===== src/rtl/fetch_stage.sv =====
// fetch_stage: instruction-fetch stage; owns the PC, issues one imem request at a time
// and fills the IF/ID register, honouring stall, redirect and halt.
module fetch_stage #(
    parameter int                  PC_W     = 9,
    parameter int                  INSTR_W  = 32,
    parameter logic [PC_W-1:0]     RESET_PC = '0,
    parameter logic [INSTR_W-1:0]  NOP      = 32'h13
) (
    input  logic               clk,
    input  logic               reset,
    input  logic               stall,
    input  logic               redirect,
    input  logic [PC_W-1:0]    redirect_pc,
    input  logic               halt,
    output logic               imem_req,
    output logic [PC_W-1:0]    imem_addr,
    input  logic               imem_rvalid,
    input  logic [INSTR_W-1:0] imem_rdata,
    output logic               ifid_valid,
    output logic [PC_W-1:0]    ifid_pc,
    output logic [INSTR_W-1:0] ifid_instr,
    output logic               halted
);
    typedef enum logic [1:0] {FETCH, WAIT, HOLD, HALT} state_t;

    state_t             state_q, state_d;
    logic [PC_W-1:0]    pc_q, pc_d, addr_q, addr_d, ifid_pc_q, ifid_pc_d;
    logic [INSTR_W-1:0] instr_q, instr_d, skid_q, skid_d;
    logic               drop_q, drop_d, req_q, req_d, valid_q, valid_d, halted_q, halted_d;
    logic               out_q;

    always_comb begin
        state_d   = state_q;
        pc_d      = pc_q;
        drop_d    = drop_q;
        skid_d    = skid_q;
        halted_d  = halted_q;
        ifid_pc_d = ifid_pc_q;
        valid_d   = stall ? valid_q : 1'b0;
        instr_d   = stall ? instr_q : NOP;
        case (state_q)
            // req_q=0 in FETCH only right after reset: inherit any response still owed
            FETCH: begin
                drop_d = (req_q ? drop_q : out_q) & ~imem_rvalid;
                if (req_q) state_d = WAIT;
            end
            WAIT: if (imem_rvalid) begin
                if (drop_q) begin
                    drop_d  = 1'b0;
                    state_d = FETCH;
                end else if (!stall) begin
                    valid_d   = 1'b1;
                    ifid_pc_d = pc_q;
                    instr_d   = imem_rdata;
                    pc_d      = pc_q + PC_W'(4);
                    state_d   = FETCH;
                end else begin
                    skid_d  = imem_rdata;
                    state_d = HOLD;
                end
            end
            HOLD: if (!stall) begin
                valid_d   = 1'b1;
                ifid_pc_d = pc_q;
                instr_d   = skid_q;
                pc_d      = pc_q + PC_W'(4);
                state_d   = FETCH;
            end
            default: ;
        endcase
        if (halt) begin
            state_d  = HALT;
            halted_d = 1'b1;
            valid_d  = 1'b0;
            instr_d  = NOP;
            skid_d   = '0;
            drop_d   = 1'b0;
        end else if (redirect && state_q != HALT) begin
            pc_d    = redirect_pc & ~PC_W'(3);
            valid_d = 1'b0;
            instr_d = NOP;
            skid_d  = '0;
            // a request still in flight must have its response discarded
            if ((state_q == WAIT && !imem_rvalid) || (state_q == FETCH && req_q)) begin
                drop_d  = 1'b1;
                state_d = WAIT;
            end else begin
                state_d = FETCH;
            end
        end
        req_d  = state_d == FETCH;
        addr_d = req_d ? pc_d : addr_q;
    end

    always_ff @(posedge clk or negedge reset) begin
        if (!reset) begin
            state_q   <= FETCH;
            pc_q      <= RESET_PC;
            drop_q    <= 1'b0;
            req_q     <= 1'b0;
            addr_q    <= '0;
            valid_q   <= 1'b0;
            ifid_pc_q <= '0;
            instr_q   <= NOP;
            skid_q    <= '0;
            halted_q  <= 1'b0;
        end else begin
            state_q   <= state_d;
            pc_q      <= pc_d;
            drop_q    <= drop_d;
            req_q     <= req_d;
            addr_q    <= addr_d;
            valid_q   <= valid_d;
            ifid_pc_q <= ifid_pc_d;
            instr_q   <= instr_d;
            skid_q    <= skid_d;
            halted_q  <= halted_d;
        end
    end

    // deliberately not reset: remembers a request still owed by imem across a reset
    always_ff @(posedge clk) out_q <= req_q | (out_q & ~imem_rvalid);

    assign imem_req   = req_q;
    assign imem_addr  = addr_q;
    assign ifid_valid = valid_q;
    assign ifid_pc    = ifid_pc_q;
    assign ifid_instr = instr_q;
    assign halted     = halted_q;
endmodule


===== config.mk =====
export PLATFORM = sky130hd
export DESIGN_NAME = fetch_stage
export DESIGN_NICKNAME = d
export VERILOG_FILES = /design/src/rtl/fetch_stage.sv
export SDC_FILE = /design/constraint.sdc
export NUM_CORES = 1
export LEC_CHECK = 0
export CAP_MARGIN = 20
export CORE_MARGIN = 2
export CORE_UTILIZATION = 50
export DETAILED_ROUTE_END_ITERATION = 6
export PLACE_DENSITY_LB_ADDON = 0.1
export SLEW_MARGIN = 15
export SYNTH_ARGS = -nofsm -noshare
export SYNTH_HDL_FRONTEND = slang
export SYNTH_SLANG_ARGS = --single-unit

===== constraint.sdc =====
create_clock -name clk -period 4.7 [get_ports clk]
set_clock_uncertainty 0.05 [all_clocks]
set_input_delay 1.41 -clock clk [delete_from_list [all_inputs] [get_ports clk]]
set_output_delay 1.41 -clock clk [all_outputs]
set_load 0.02 [all_outputs]

==> metrics <==
clock latency on the worst-skew pair=0.36 ns; Mapped Cells=472; Final Hold Fails=0; unrepaired setup endpoints after global routing=no; initial antenna violation count=0; Comb pwr share=30.0%; Pint=0.00150 W; Least-Margin Pin Slew=1.00 ns; first-pass GRT wire length=19,600 um; Rows=35; synthesis warning total=0; syn nets=524; total number of vias=3,898; reg2reg path depth=6; DRC Markers=0; Max-Cap Viols=0; Synth area leaders=dfrtp_1 (51%), nand2_1 (8.3%), a22o_1 (5.5%); Setup Buffers After CTS=0; Initial Utilization=50.7%; CP startpoint kind=input port; Leakage=2.41 nW; max-slew violations=0; crit path DAT=3.73 ns; Die Span Y=100 um; hpwl dp=7570 um; Post-Syn Area=4620 sq um; Initial DRC Count=223; number of diodes=0; maximum vdd drop=0.323 mV; dominant synthesized flop cell=dfrtp_1; final worst slack=1.17 ns; Max Fanout on Critical Path=10; largest net degree at the start of global routing=41; R2R Path Start=state_q[0]; Worst-path clk slew=0.09 ns; post-route ant nets=0; H-tree levels=3; IO Count=100; Die Wd=100 um; Seq cells post-synth=98; Mean Syn Cell Area=9.79 sq um; Clock power frac=24.7%; WL/cell=17.8 um; reg-to-reg critical path endpoint=imem_addr[3]; run status=finished, final reports clean; Nets=610; PwrDens=387 nW/um^2; Net Sw Frac=33.9%; CTS tree=yes; layout cell share with drive strength beyond 1=11.2%; clk buf depth=2; synth unique cells=50; CTS Buf Count=9; fin crit share=75.1%; total overflow reported by the global router=0; sequential power share=45.2%; Post-CTS Resized=0; port bufs=97; Seq/Total Area, Yosys=53.0%; critical path capture point type=register; CTS sink count=98; pre-CTS setup slack=0.778 ns; GR Util All Layers=24.8%; Worst Hold Path EP=halted; Hold WC Path Type=reg -> reg; RePlAce Congestion=0.798; Setup violations, final=0; fin crit period=3.53 ns; Vias/cell=5.78; Rel. slew slack=33.0%; EDFF count, synth=0; Max Freq=0.283 GHz; setup TNS=0 ns; FFs w/ async S/R, synth=99.0%; number of global-route vias before repair=4,000; CTS Root Cell=clkbuf_8; hold_sp=halted; largest area contributor in the netlist=dfrtp_1; Setup CP Type=in -> reg; worst path required time=4.90 ns; fill count=774; r2r setup slk=1.90 ns; net switching power figure=0.000771 W; Core Footprint=9110 sq um; 1st-pass router iterations=5; worst hold path cell count=1; die area=10,000 sq um; hold_buf cts=0; P&R area growth vs syn=27.3%; final wirelength=12,000 um; Synth top area share=50.9%
[registers in the layout, summed over array words and instances, names as in the netlist]
| register | count |
|---|---|
| halted | 1 |
| ifid_valid | 1 |
| imem_req | 1 |
| out_q | 1 |
| ifid_instr | 32 |
| ifid_pc | 9 |
| drop_q | 1 |
| skid_q | 32 |
| imem_addr | 9 |
| state_q | 2 |
| pc_q | 9 |
[logic make-up after synthesis]
logic type	after synthesis	synth area share, %
mux	18	4.39
flops	98	53.0
buf+inv	40	3.49
fa+ha+maj	5	1.35
simple gates	150	14.8
compound gates	161	22.9
[worst max-delay path by stage]
stage	endpoint	from	depth (start not counted)	slack (ns)
5_1_grt	imem_addr[3]	imem_rvalid	6	1.08
4_1_cts	imem_addr[3]	imem_rvalid	6	1.17
3_5_place_dp	imem_addr[8]	imem_rvalid	6	0.78
2_1_floorplan	imem_addr[0]	redirect	5	1.65
3_3_place_gp	imem_addr[5]	imem_rvalid	6	0.83
6_report	imem_addr[3]	imem_rvalid	6	1.17
[synth_stat cells (2+ instances only)]
master and count:
nand2_1 102, dfrtp_1 94, o21ai_0 42, a21oi_1 39, a22o_1 29, a22oi_1 29, clkbuf_1 25, mux2_2 18
nor2_1 14, nor2b_1 10, inv_1 7, buf_1 6, ha_1 5, a221oi_1 4, a31oi_1 3, dfstp_2 3
a211oi_1 2, and2_1 2, and2b_2 2, nand2b_1 2, nand3_1 2, nor3_1 2, nor3b_1 2, o22ai_1 2
[metrics by stage]
step	cells	cell area (sq um)	utilization, %	power, W	hold WS [ns]
3_5_place_dp	658	5680	62.3	0.00173	0.399
6_report	674	5880	64.6	0.00228	0.419
3_3_place_gp	658	5680	62.3	0.00171	0.390
5_1_grt	674	5880	64.6	0.00240	0.439
2_1_floorplan	472	4620	-	0.00142	0.381
4_1_cts	674	5880	64.6	0.00230	0.423
[final cells by class]
cell class              instances  area [sq um]  area share, %
flip-flops and latches         98          2450           41.7
well taps                     111           139           2.36
clock inverters                 6          75.1           1.28
inverters                       7          26.3          0.447
repair buffers                108          1050           17.8
clock buffers                  10           128           2.17
multi-input cells             334          2020           34.3
[per-layer routing]
layer / share of wire, % / global-route usage, %
met1: 44 / 32.4
met2: 49 / 41.0
met3: 6.2 / 5.15
met4: 0.79 / 8.96
met5: 0 / 0
[layout by cell type (no fill, tap or decap), drive strengths merged, types with 3 or more instances in the layout]
cell type      instances
ha                     5
a31oi                  3
dfstp                  3
dfrtp                 94
clkbuf                10
clkdlybuf4s50         95
mux2                  18
a221oi                 4
a22oi                 29
nor2                  14
inv                    9
buf                   13
nand2                102
a22o                  29
o21ai                 43
a21oi                 39
nor2b                 10
[worst max-delay path: stages]
cell	delay [ns]
clkdlybuf4s50_1	0.56
nor2b_1	0.10
a2111oi_1	0.35
o221ai_2	0.19
nor4_4	0.69
mux2_2	0.41
[power by group through the flow]
stage / combinational, W / sequential, W / clock (W)
3_3_place_gp: 0.000676 / 0.00104 / 0
4_1_cts: 0.000688 / 0.00103 / 0.000581
6_report: 0.000684 / 0.00103 / 0.000563
5_1_grt: 0.000743 / 0.00104 / 0.000609
2_1_floorplan: 0.000319 / 0.00111 / 0
3_5_place_dp: 0.000685 / 0.00104 / 0
No activity file was read; power rests on OpenSTA's default activity.
==> patch (same settings) <==
Encoding of `state_t`: now one-hot (4 bits for 4 states).
--- a/src/rtl/fetch_stage.sv
+++ b/src/rtl/fetch_stage.sv
@@ -21,7 +21,7 @@
     output logic [INSTR_W-1:0] ifid_instr,
     output logic               halted
 );
-    typedef enum logic [1:0] {FETCH, WAIT, HOLD, HALT} state_t;
+    typedef enum logic [3:0] {FETCH = 4'b0001, WAIT = 4'b0010, HOLD = 4'b0100, HALT = 4'b1000} state_t;
 
     state_t             state_q, state_d;
     logic [PC_W-1:0]    pc_q, pc_d, addr_q, addr_d, ifid_pc_q, ifid_pc_d;
Function: same outputs for any inputs over 4 cycles, from zero or initial values and one cycle with reset low; so few cycles prove little.
==> patch against the unedited design <==
Final area fell by 4.4%; setup slack got worse by 0.074 ns; critical path type unchanged; sequential cell count rose by 2; area after synthesis fell by 5.2%; hold slack improved by 0.0066 ns; count of clock-buffer cells in the layout rose by 1; routed wire length fell by 12%; global-route usage fell by 2.3 points; register-to-register slack improved by 0.10 ns; critical endpoint is now imem_addr[2]$_DFFE_PN0P_; die area fell by 5.0%; critical path depth did not move; first-iteration DRC count rose by 12%.
Power is not compared: it rests on default switching activity, and its combinational part moved more than twofold at a synthesized area within 25%.
==> patch: results (changes against the unedited design) <==
R2R Path End - imem_addr[2]$_DFFE_PN0P_
first-pass GRT wire length - 17400 µm (-11%)
post-CTS repair timing setup buffer count - 0 (unchanged)
drt pass-1 iters - 6 (+1)
total global-route track usage - 22.5% (-2.3 points)
H-tree depth - 3 (unchanged)
number of buffers created by CTS - 9 (unchanged)
Critical Path AT - 3.80 ns (+0.07 ns)
R2R Setup Slk - 2.00 ns (+0.10 ns)
Area contributors post-synth - dfrtp_1 (54%), a222oi_1 (6.6%), nand2_1 (5.8%)
pin count of the biggest net entering global routing - 44 (+7.3%)
fin cells - 614 (-8.9%)
post-place setup slack - 0.722 ns (-0.0561 ns)
R2R cell count - 5 (-1)
Worst-path clk slew - 0.10 ns
number of distinct library cells after synthesis - 49 (-2.0%)
max_slew headroom - 53.7% (+21 points)
core area - 8590 µm² (-5.7%)
routability cong. - 0.781 (-2.1%)
met3 Track Usage GR - 5.04% (-0.12 points)
min-delay src - out_q$_DFF_P_
met2 usage - 35.8% (-5.2 points)
syn nets - 466 (-11%)
Worst path slowest cell - o311ai_4
CP peak stage delay - 0.62 ns (-0.07 ns)
met2 WL - 5020 µm (-15%)
Avg Cell Area, Syn - 10.5 µm² (+7.0%)
Post-DP HPWL - 6780 µm (-10%)
kind of cell adding the most delay to the critical path - compound AO/OA/AOI/OAI gates
Commonest cells post-synth - dfrtp_1 (95), nand2_1 (68), nor2_1 (49), a21oi_1 (42), a222oi_1 (29)
FILL cells - 693 (-10%)
Inst Count DP - 598 (-9.1%)
M1 WL - 4660 µm (-11%)
share of cells above drive strength 1 - 12.1% (+0.87 points)
vias in the first global route - 3493 (-13%)
asr flop ratio synth - 99.0% (about the same)
max layer used - met4
outcome - complete, no violations
total of cells resized after clock tree synthesis - 0 (unchanged)
routed wl met3 - 746 µm (-0.67%)
hold worst-path end - out_q$_DFF_P_
Post-DP Area - 5410 µm² (-4.8%)
grt met1 use - 31.4% (-1.0 points)
violation count after the first detailed-route iteration - 249 (+12%)
Reg-to-Reg Start - state_q[1]$_DFF_PN0_
sequential-to-total area share from yosys stat - 57.1% (+4.1 points)
Total Wirelength - 10500 µm (-12%)
Final nets - 549 (-10%)
antenna cell count - 0 (unchanged)
ys flop type - dfrtp_1
via/cell ratio - 5.80 (+0.28%)
input/output buffers - 97 (unchanged)
final hold slack - 0.425 ns (+0.00662 ns)
## patch: cell types whose count changed in the layout (fill, tap and decap cells not counted), sizes merged, moves of 3 or more
cell | unedited run | this run
buf | 13 | 9
xor2 | 0 | 6
a221oi | 4 | 0
a222oi | 0 | 29
nand2 | 102 | 68
nor2b | 10 | 3
ha | 5 | 1
o21ai | 43 | 9
o2111ai | 0 | 3
a22o | 29 | 0
nor2 | 14 | 50
a21oi | 39 | 42
a22oi | 29 | 1
## patch: how the worst max path moves through the flow
stage / start / to / slack (ns) / cells after the start
finish: imem_rvalid / imem_addr[2]$_DFFE_PN0P_ / 1.10 / 6
global route: imem_rvalid / imem_addr[7]$_DFFE_PN0P_ / 1.0 / 6
CTS: imem_rvalid / imem_addr[7]$_DFFE_PN0P_ / 1.11 / 6
detailed placement: imem_rvalid / imem_addr[8]$_DFFE_PN0P_ / 0.72 / 6
global placement: imem_rvalid / imem_addr[2]$_DFFE_PN0P_ / 0.77 / 6
floorplan: imem_rvalid / imem_addr[0]$_DFFE_PN0P_ / 1.58 / 5
## patch: area by class of cell
class                      count  area (µm²)  share of cell area, %
clock inverter                 5        66.3                   1.18
clock buffer                  11         151                   2.69
sequential                   100        2500                   44.5
timing repair buffer         105        1030                   18.3
inverter                       6        22.5                  0.400
tap                          108         135                   2.40
multi-input combinational    279        1720                   30.5
## patch: logic make-up after synthesis
group	Yosys count	share of synthesized area, %
multiplexers	18	4.63
adder cells (fa/ha/maj)	1	0.286
XOR/XNOR	6	1.20
AO/OA/AOI/OAI	99	16.5
buffers and inverters	39	3.74
flip-flops	100	57.1
AND/OR/NAND/NOR	155	16.5
## patch: where the power goes
part / internal [mW] / switching, mW
Clock: 0.282 / 0.303
Combinational: 0.0523 / 0.0577
Sequential: 0.873 / 0.0129
